File: src/rtl/alu_seq_if.sv
// Request/result bundle for the sequential ALU.
// The control unit drives the request; the ALU returns results and status.
interface alu_seq_if #(
    parameter int WIDTH = 32
);
    logic             start;
    logic [2:0]       gin;
    logic [WIDTH-1:0] a;
    logic [WIDTH-1:0] b;
    logic [WIDTH-1:0] sum;
    logic [WIDTH-1:0] hi;
    logic             zout;
    logic             n;
    logic             v;
    logic             busy;
    logic             done;

    modport master (
        output start, gin, a, b,
        input  sum, hi, zout, n, v, busy, done
    );

    modport slave (
        input  start, gin, a, b,
        output sum, hi, zout, n, v, busy, done
    );
endinterface

File: src/rtl/alu_seq.sv
// Registered MIPS ALU: single-cycle ALU ops plus multi-cycle
// shift-add multiply and restoring unsigned divide.
module alu_seq #(
    parameter int WIDTH = 32,
    parameter int SHAMT = 2,
    parameter int CNT_W = $clog2(WIDTH) + 1
) (
    input logic      clk,
    input logic      rst_n,
    alu_seq_if.slave bus
);
    localparam int MSB = WIDTH - 1;

    localparam logic [2:0] OP_AND = 3'b000;
    localparam logic [2:0] OP_OR  = 3'b001;
    localparam logic [2:0] OP_ADD = 3'b010;
    localparam logic [2:0] OP_SHL = 3'b011;
    localparam logic [2:0] OP_SUB = 3'b110;
    localparam logic [2:0] OP_SLT = 3'b111;

    typedef enum logic {IDLE, RUN} state_t;

    state_t           state_q, state_d;
    logic [CNT_W-1:0] cnt_q, cnt_d;
    logic             div_q, div_d;
    logic [WIDTH-1:0] m_q, m_d;
    logic [WIDTH-1:0] acc_q, acc_d;
    logic [WIDTH-1:0] lo_q, lo_d;
    logic [WIDTH-1:0] sum_q, sum_d;
    logic [WIDTH-1:0] hi_q, hi_d;
    logic             zout_q, zout_d;
    logic             n_q, n_d;
    logic             v_q, v_d;
    logic             done_q, done_d;

    logic [WIDTH-1:0] add_r, sub_r;
    logic             add_ov, sub_ov;
    logic [WIDTH:0]   mul_s, div_sh;
    logic             div_ok;
    logic [WIDTH-1:0] it_acc, it_lo;

    always_comb begin
        add_r  = bus.a + bus.b;
        sub_r  = bus.a - bus.b;
        add_ov = (bus.a[MSB] == bus.b[MSB]) && (add_r[MSB] != bus.a[MSB]);
        sub_ov = (bus.a[MSB] != bus.b[MSB]) && (sub_r[MSB] != bus.a[MSB]);
    end

    // One iteration: acc is product-high / remainder, lo is multiplier / quotient
    always_comb begin
        mul_s  = {1'b0, acc_q} + ({1'b0, m_q} & {(WIDTH+1){lo_q[0]}});
        div_sh = {acc_q, lo_q[MSB]};
        div_ok = div_sh >= {1'b0, m_q};
        if (div_q) begin
            it_acc = div_ok ? div_sh[MSB:0] - m_q : div_sh[MSB:0];
            it_lo  = {lo_q[MSB-1:0], div_ok};
        end else begin
            it_acc = mul_s[WIDTH:1];
            it_lo  = {mul_s[0], lo_q[MSB:1]};
        end
    end

    always_comb begin
        state_d = state_q;
        cnt_d   = cnt_q;
        div_d   = div_q;
        m_d     = m_q;
        acc_d   = acc_q;
        lo_d    = lo_q;
        sum_d   = sum_q;
        hi_d    = hi_q;
        zout_d  = zout_q;
        n_d     = n_q;
        v_d     = v_q;
        done_d  = 1'b0;
        unique case (state_q)
            IDLE: begin
                if (bus.start && bus.gin[2:1] == 2'b10) begin
                    state_d = RUN;
                    cnt_d   = CNT_W'(WIDTH);
                    div_d   = bus.gin[0];
                    m_d     = bus.b;
                    lo_d    = bus.a;
                    acc_d   = '0;
                end else if (bus.start) begin
                    done_d = 1'b1;
                    hi_d   = '0;
                    v_d    = 1'b0;
                    unique case (bus.gin)
                        OP_AND: sum_d = bus.a & bus.b;
                        OP_OR:  sum_d = bus.a | bus.b;
                        OP_ADD: begin
                            sum_d = add_r;
                            v_d   = add_ov;
                        end
                        OP_SHL: sum_d = bus.a << SHAMT;
                        OP_SUB: begin
                            sum_d = sub_r;
                            v_d   = sub_ov;
                        end
                        OP_SLT: sum_d = {{MSB{1'b0}}, sub_r[MSB] ^ sub_ov};
                        default: sum_d = '0;
                    endcase
                end
            end
            RUN: begin
                cnt_d = cnt_q - CNT_W'(1);
                acc_d = it_acc;
                lo_d  = it_lo;
                if (cnt_q == CNT_W'(1)) begin
                    state_d = IDLE;
                    done_d  = 1'b1;
                    sum_d   = it_lo;
                    hi_d    = it_acc;
                    v_d     = div_q ? (m_q == '0) : (it_acc != '0);
                end
            end
            default: state_d = IDLE;
        endcase
        if (done_d) begin
            zout_d = (sum_d == '0);
            n_d    = sum_d[MSB];
        end
    end

    always_ff @(posedge clk) begin
        if (!rst_n) begin
            state_q <= IDLE;
            cnt_q   <= '0;
            div_q   <= 1'b0;
            m_q     <= '0;
            acc_q   <= '0;
            lo_q    <= '0;
            sum_q   <= '0;
            hi_q    <= '0;
            zout_q  <= 1'b0;
            n_q     <= 1'b0;
            v_q     <= 1'b0;
            done_q  <= 1'b0;
        end else begin
            state_q <= state_d;
            cnt_q   <= cnt_d;
            div_q   <= div_d;
            m_q     <= m_d;
            acc_q   <= acc_d;
            lo_q    <= lo_d;
            sum_q   <= sum_d;
            hi_q    <= hi_d;
            zout_q  <= zout_d;
            n_q     <= n_d;
            v_q     <= v_d;
            done_q  <= done_d;
        end
    end

    assign bus.sum  = sum_q;
    assign bus.hi   = hi_q;
    assign bus.zout = zout_q;
    assign bus.n    = n_q;
    assign bus.v    = v_q;
    assign bus.busy = (state_q == RUN);
    assign bus.done = done_q;
endmodule
File: src/flat_wrapper.sv
// flat-port wrapper written by rule: the top's interface ports become plain ports
module alu_seq_flat 
#(
    parameter int WIDTH = 32,
    parameter int SHAMT = 2,
    parameter int CNT_W = $clog2(WIDTH) + 1
)
  (clk, rst_n, bus_start, bus_gin, bus_a, bus_b, bus_sum, bus_hi, bus_zout, bus_n, bus_v, bus_busy, bus_done);
  alu_seq_if #(.WIDTH(WIDTH)) bus_i ();
  input logic clk;
  input logic rst_n;
  input wire logic [$bits(bus_i.start)-1:0] bus_start;
  input wire logic [$bits(bus_i.gin)-1:0] bus_gin;
  input wire logic [$bits(bus_i.a)-1:0] bus_a;
  input wire logic [$bits(bus_i.b)-1:0] bus_b;
  output wire logic [$bits(bus_i.sum)-1:0] bus_sum;
  output wire logic [$bits(bus_i.hi)-1:0] bus_hi;
  output wire logic [$bits(bus_i.zout)-1:0] bus_zout;
  output wire logic [$bits(bus_i.n)-1:0] bus_n;
  output wire logic [$bits(bus_i.v)-1:0] bus_v;
  output wire logic [$bits(bus_i.busy)-1:0] bus_busy;
  output wire logic [$bits(bus_i.done)-1:0] bus_done;
  assign bus_i.start = bus_start;
  assign bus_i.gin = bus_gin;
  assign bus_i.a = bus_a;
  assign bus_i.b = bus_b;
  assign bus_sum = bus_i.sum;
  assign bus_hi = bus_i.hi;
  assign bus_zout = bus_i.zout;
  assign bus_n = bus_i.n;
  assign bus_v = bus_i.v;
  assign bus_busy = bus_i.busy;
  assign bus_done = bus_i.done;
  alu_seq #(.WIDTH(WIDTH), .SHAMT(SHAMT), .CNT_W(CNT_W)) u_core (.clk(clk), .rst_n(rst_n), .bus(bus_i));
endmodule
File: config.mk
export PLATFORM = sky130hd
export DESIGN_NAME = alu_seq_flat
export DESIGN_NICKNAME = d
export VERILOG_FILES = /design/src/rtl/alu_seq_if.sv /design/src/rtl/alu_seq.sv /design/src/flat_wrapper.sv
export SDC_FILE = /design/constraint.sdc
export NUM_CORES = 1
export LEC_CHECK = 0
export BUFFER_PORTS_ARGS = -buffer_cell sky130_fd_sc_hd__buf_4
export CORE_MARGIN = 4
export CORE_UTILIZATION = 40
export CTS_CLUSTER_DIAMETER = 200
export DETAILED_ROUTE_END_ITERATION = 10
export PLACE_DENSITY = 0.64
export SLEW_MARGIN = 10
export SYNTH_ARGS = -nofsm -noshare
export SYNTH_HDL_FRONTEND = slang
export SYNTH_SLANG_ARGS = --single-unit
File: constraint.sdc
create_clock -name clk -period 11.5 [get_ports clk]
set_clock_uncertainty 0.05 [all_clocks]
set_input_delay 1.15 -clock clk [delete_from_list [all_inputs] [get_ports clk]]
set_output_delay 1.15 -clock clk [all_outputs]
set_load 0.005 [all_outputs]
==> run metrics <==
status finished clean; maximum clock frequency 178 MHz; TritonCTS clock tree done; # Max-Cap Violations 0; horizontal extent of the die 216 um; post-detailed-routing wire length 71,900 um; number of hold-repair buffers added at the cts stage 0; length of routed met2 wiring 33,300 um; Pint 1.14 mW; met3 wire len 5440 um; H-tree levels 4; share of the cycle needed by the critical path after routing 48.9%; Sequential Area 0.00345 mm^2; number of warnings issued by yosys 0; number of flops mapped to enable cells by yosys 0; total global routing overflow 0; worst reg2reg setup slack 6.45 ns; cell type contributing the most total cell area after synthesis dfxtp_1; share of final-layout standard cells stronger than drive strength 1 11.0%; power share of the combinational group 35.6%; CTS root buffer clkbuf_16; area of the core region 0.0430 mm^2; part of the total power dissipated in the clock network 30.0%; clock period minus final worst setup slack 5.63 ns; vias in the first global route 18,100; mapped cell area 0.0174 mm^2; final max-slew violation count 0; DR iter-0 viols 1,900; post-synthesis async set-or-reset flop share 0%; overall die area 0.0469 mm^2; unrepaired setup endpoints after global routing false; cell type group with the largest total delay on the critical path simple AND/OR/NAND/NOR gates; maximum vdd drop 89.0 uV; endpoint arrival time on the critical path 5.99 ns; post-CTS setup buffers 0; share of the synthesized area in the top cell type 19.8%; tightest hold margin 0.413 ns; Relative slew margins 26.7%; dpl hpwl 53,600 um; Syn Nets 2,647; library cells used by synthesis 102; Skew-Pair Late Insertion Delay 0.50 ns; starting density of the core 40.4%; die span in y 216 um; primary flip-flop cell chosen by synthesis mapping dfxtp_1; Global Route Usage Sum 29.8%; Sequential Power Share 34.4%; final setup fails 0; Post-layout nets 2,677; longest individual stage delay on the worst path 0.73 ns; number of antenna violations at the first check in global routing 1; Reg2Reg Capture Point u_core.bus.zout; leading cell types by total area after synthesis dfxtp_1 (20%), ha_1 (12%), a21oi_1 (6.8%), nor2_1 (5.5%), nand2_1 (5.3%); antenna-violating nets left 0; Layout fillers 4,512; critical path cell sequence buf_4 > clkinv_1 > buf_4 > nand2_1 > o221ai_1 > a22oi_1 > nand2_1 > nor4_1 > o211ai_1 > nor4_1 > nor4b_1 > nand4_1 > o41ai_2; highest routed metal layer met4; largest buffer count on any clock path 2; Hold Crit Depth 2; DRT met1 WL 30,000 um; worst-path cell with the longest stage delay nor4b_1; end of the worst hold path u_core.bus.hi[26]; TritonCTS sink count 172; standard-cell row count 76; non-filler instance count after layout 3,032; sequential fraction of the synthesis area 19.8%; input/output buffers 138; Bufs and invs on worst path 3; Worst Setup Start Kind primary input; number of hold violations in the final report 0; worst hold path class reg2reg; synthesized instance count 2,404; maximum number of pins on one net before global-route repair 73; DRC violation count after routing 0; Sw Share 40.1%; Req. time, crit path 11.86 ns; Static Leakage 8.11 nW; Power Dens Cells 98.6 mW/mm^2; number of buffers created by CTS 17; Ports 139; reg-to-reg startpoint u_core.cnt_q[2]; Seq cells post-synth 172; Sum Neg Setup Slack 0 ns; critical path class in2reg; routed via count 18,900; power spent charging and discharging nets 0.761 mW; Setup crit end kind flop; post-detailed-route wirelength per cell 23.7 um; Tightest Pin Transition 1.10 ns; global-route wire length before repair 109,000 um; crit path max fanout 20; Detailed Routing Iterations Pass 1 6; post-cts resize count 0; clock input transition at the sequential cells of the worst setup and hold paths 0.08 ns; instance count after placement with tap cells included 3,000; area added between synthesis and finish 10.6%; area of the multi-input gates 0.0127 mm^2; detailed-route vias per instance 6.22; Avg Cell Area, Syn 7.23 um^2; worst reg-to-reg path cell count 12; RePlAce Congestion 0.973; min-delay src u_core.bus.hi[26]
-- power groups by stage --
stage          sequential [mW]  combinational, mW  clock, mW
3_5_place_dp             0.664              0.657          0
5_1_grt                  0.654              0.728      0.601
3_3_place_gp             0.664              0.657          0
6_report                 0.652              0.675      0.569
2_1_floorplan            0.647              0.450          0
4_1_cts                  0.651              0.661      0.580
-- cells in the final DEF, fill, tap and decap left out, drive strengths merged, types with 38 or more instances in the layout --
cell type and instances:
nand4 38, nand2 247, a22oi 46, ha 168, dfxtp 172, nor3 66
nor2 258, a31oi 40, o21ai 126, mux2i 52, xnor2 42, inv 145
and2 58, nand3 57, a21oi 240, buf 164
-- tightest hold or removal path, cell delays in order (launching register included) --
cell and delay, ns:
dfxtp_1 0.33, nand2_1 0.04, o21ai_0 0.06
-- registers in the layout, summed over array words and instances, names as in the netlist, 6 cells and up --
name            cells
u_core.bus.hi      32
u_core.cnt_q        6
u_core.acc_q       32
u_core.bus.sum     32
u_core.lo_q        32
u_core.m_q         32
-- layout make-up --
| class | count | share of cell area, % |
|---|---|---|
| clock inverter | 13 | 0.566 |
| timing repair buffer | 164 | 6.40 |
| multi-input combinational | 1938 | 66.3 |
| clock buffer | 18 | 2.23 |
| inverter | 141 | 2.77 |
| antenna | 1 | 0.0130 |
| tap | 585 | 3.81 |
| sequential | 172 | 17.9 |
-- synthesized netlist by cell type (17+ instances only) --
cell type / instances
xnor2_1: 42
a22oi_1: 46
xor2_1: 29
mux2i_1: 52
nand4_1: 38
and2_1: 56
o21ai_0: 121
dfxtp_1: 172
clkbuf_1: 89
nand2_1: 247
a31oi_1: 40
ha_1: 168
nor3_1: 66
nor2_1: 256
inv_1: 138
a221oi_1: 26
buf_2: 29
a211oi_1: 21
a21oi_1: 236
a22o_1: 27
a21o_1: 32
or3_1: 17
o211ai_1: 26
nor4_1: 24
nand3_1: 57
buf_1: 19
nor2b_1: 22
-- through the flow --
| step | power, mW | util [%] | setup WS [ns] | instance area, um^2 |
|---|---|---|---|---|
| after floorplan | 1.10 | - | 6.45 | 17400 |
| after global placement | 1.32 | 43.5 | 5.63 | 18700 |
| after detailed placement | 1.32 | 43.5 | 5.54 | 18700 |
| after CTS | 1.89 | 44.7 | 6.04 | 19200 |
| after global routing | 1.98 | 44.7 | 5.68 | 19200 |
| final | 1.90 | 44.7 | 5.87 | 19200 |
-- how the worst max path moves through the flow --
stage	cells after the start	start	slack, ns	to
2_1_floorplan	22	bus_a[1]	6.45	u_core.bus.v
3_3_place_gp	13	bus_gin[2]	5.63	u_core.bus.zout
3_5_place_dp	23	bus_b[8]	5.54	u_core.bus.v
4_1_cts	23	bus_b[8]	6.04	u_core.bus.v
5_1_grt	22	bus_b[8]	5.68	u_core.bus.zout
6_report	13	bus_gin[2]	5.87	u_core.bus.zout
-- cell families after synthesis --
group | share of synthesized area (%)
buffers and inverters | 7.14
muxes | 3.84
DFF | 19.8
xor gates and xnor gates | 3.58
AOI/OAI and AO/OA | 29.3
adders and majority gates | 12.7
and+or+nand+nor | 23.6
-- routing by layer --
layer	up-vias	track usage, %
li1	8778	-
met5	-	0
met2	902	49.5
met4	0	13.1
met3	178	5.73
met1	8998	37.6
(Power assumes the default switching activity.)
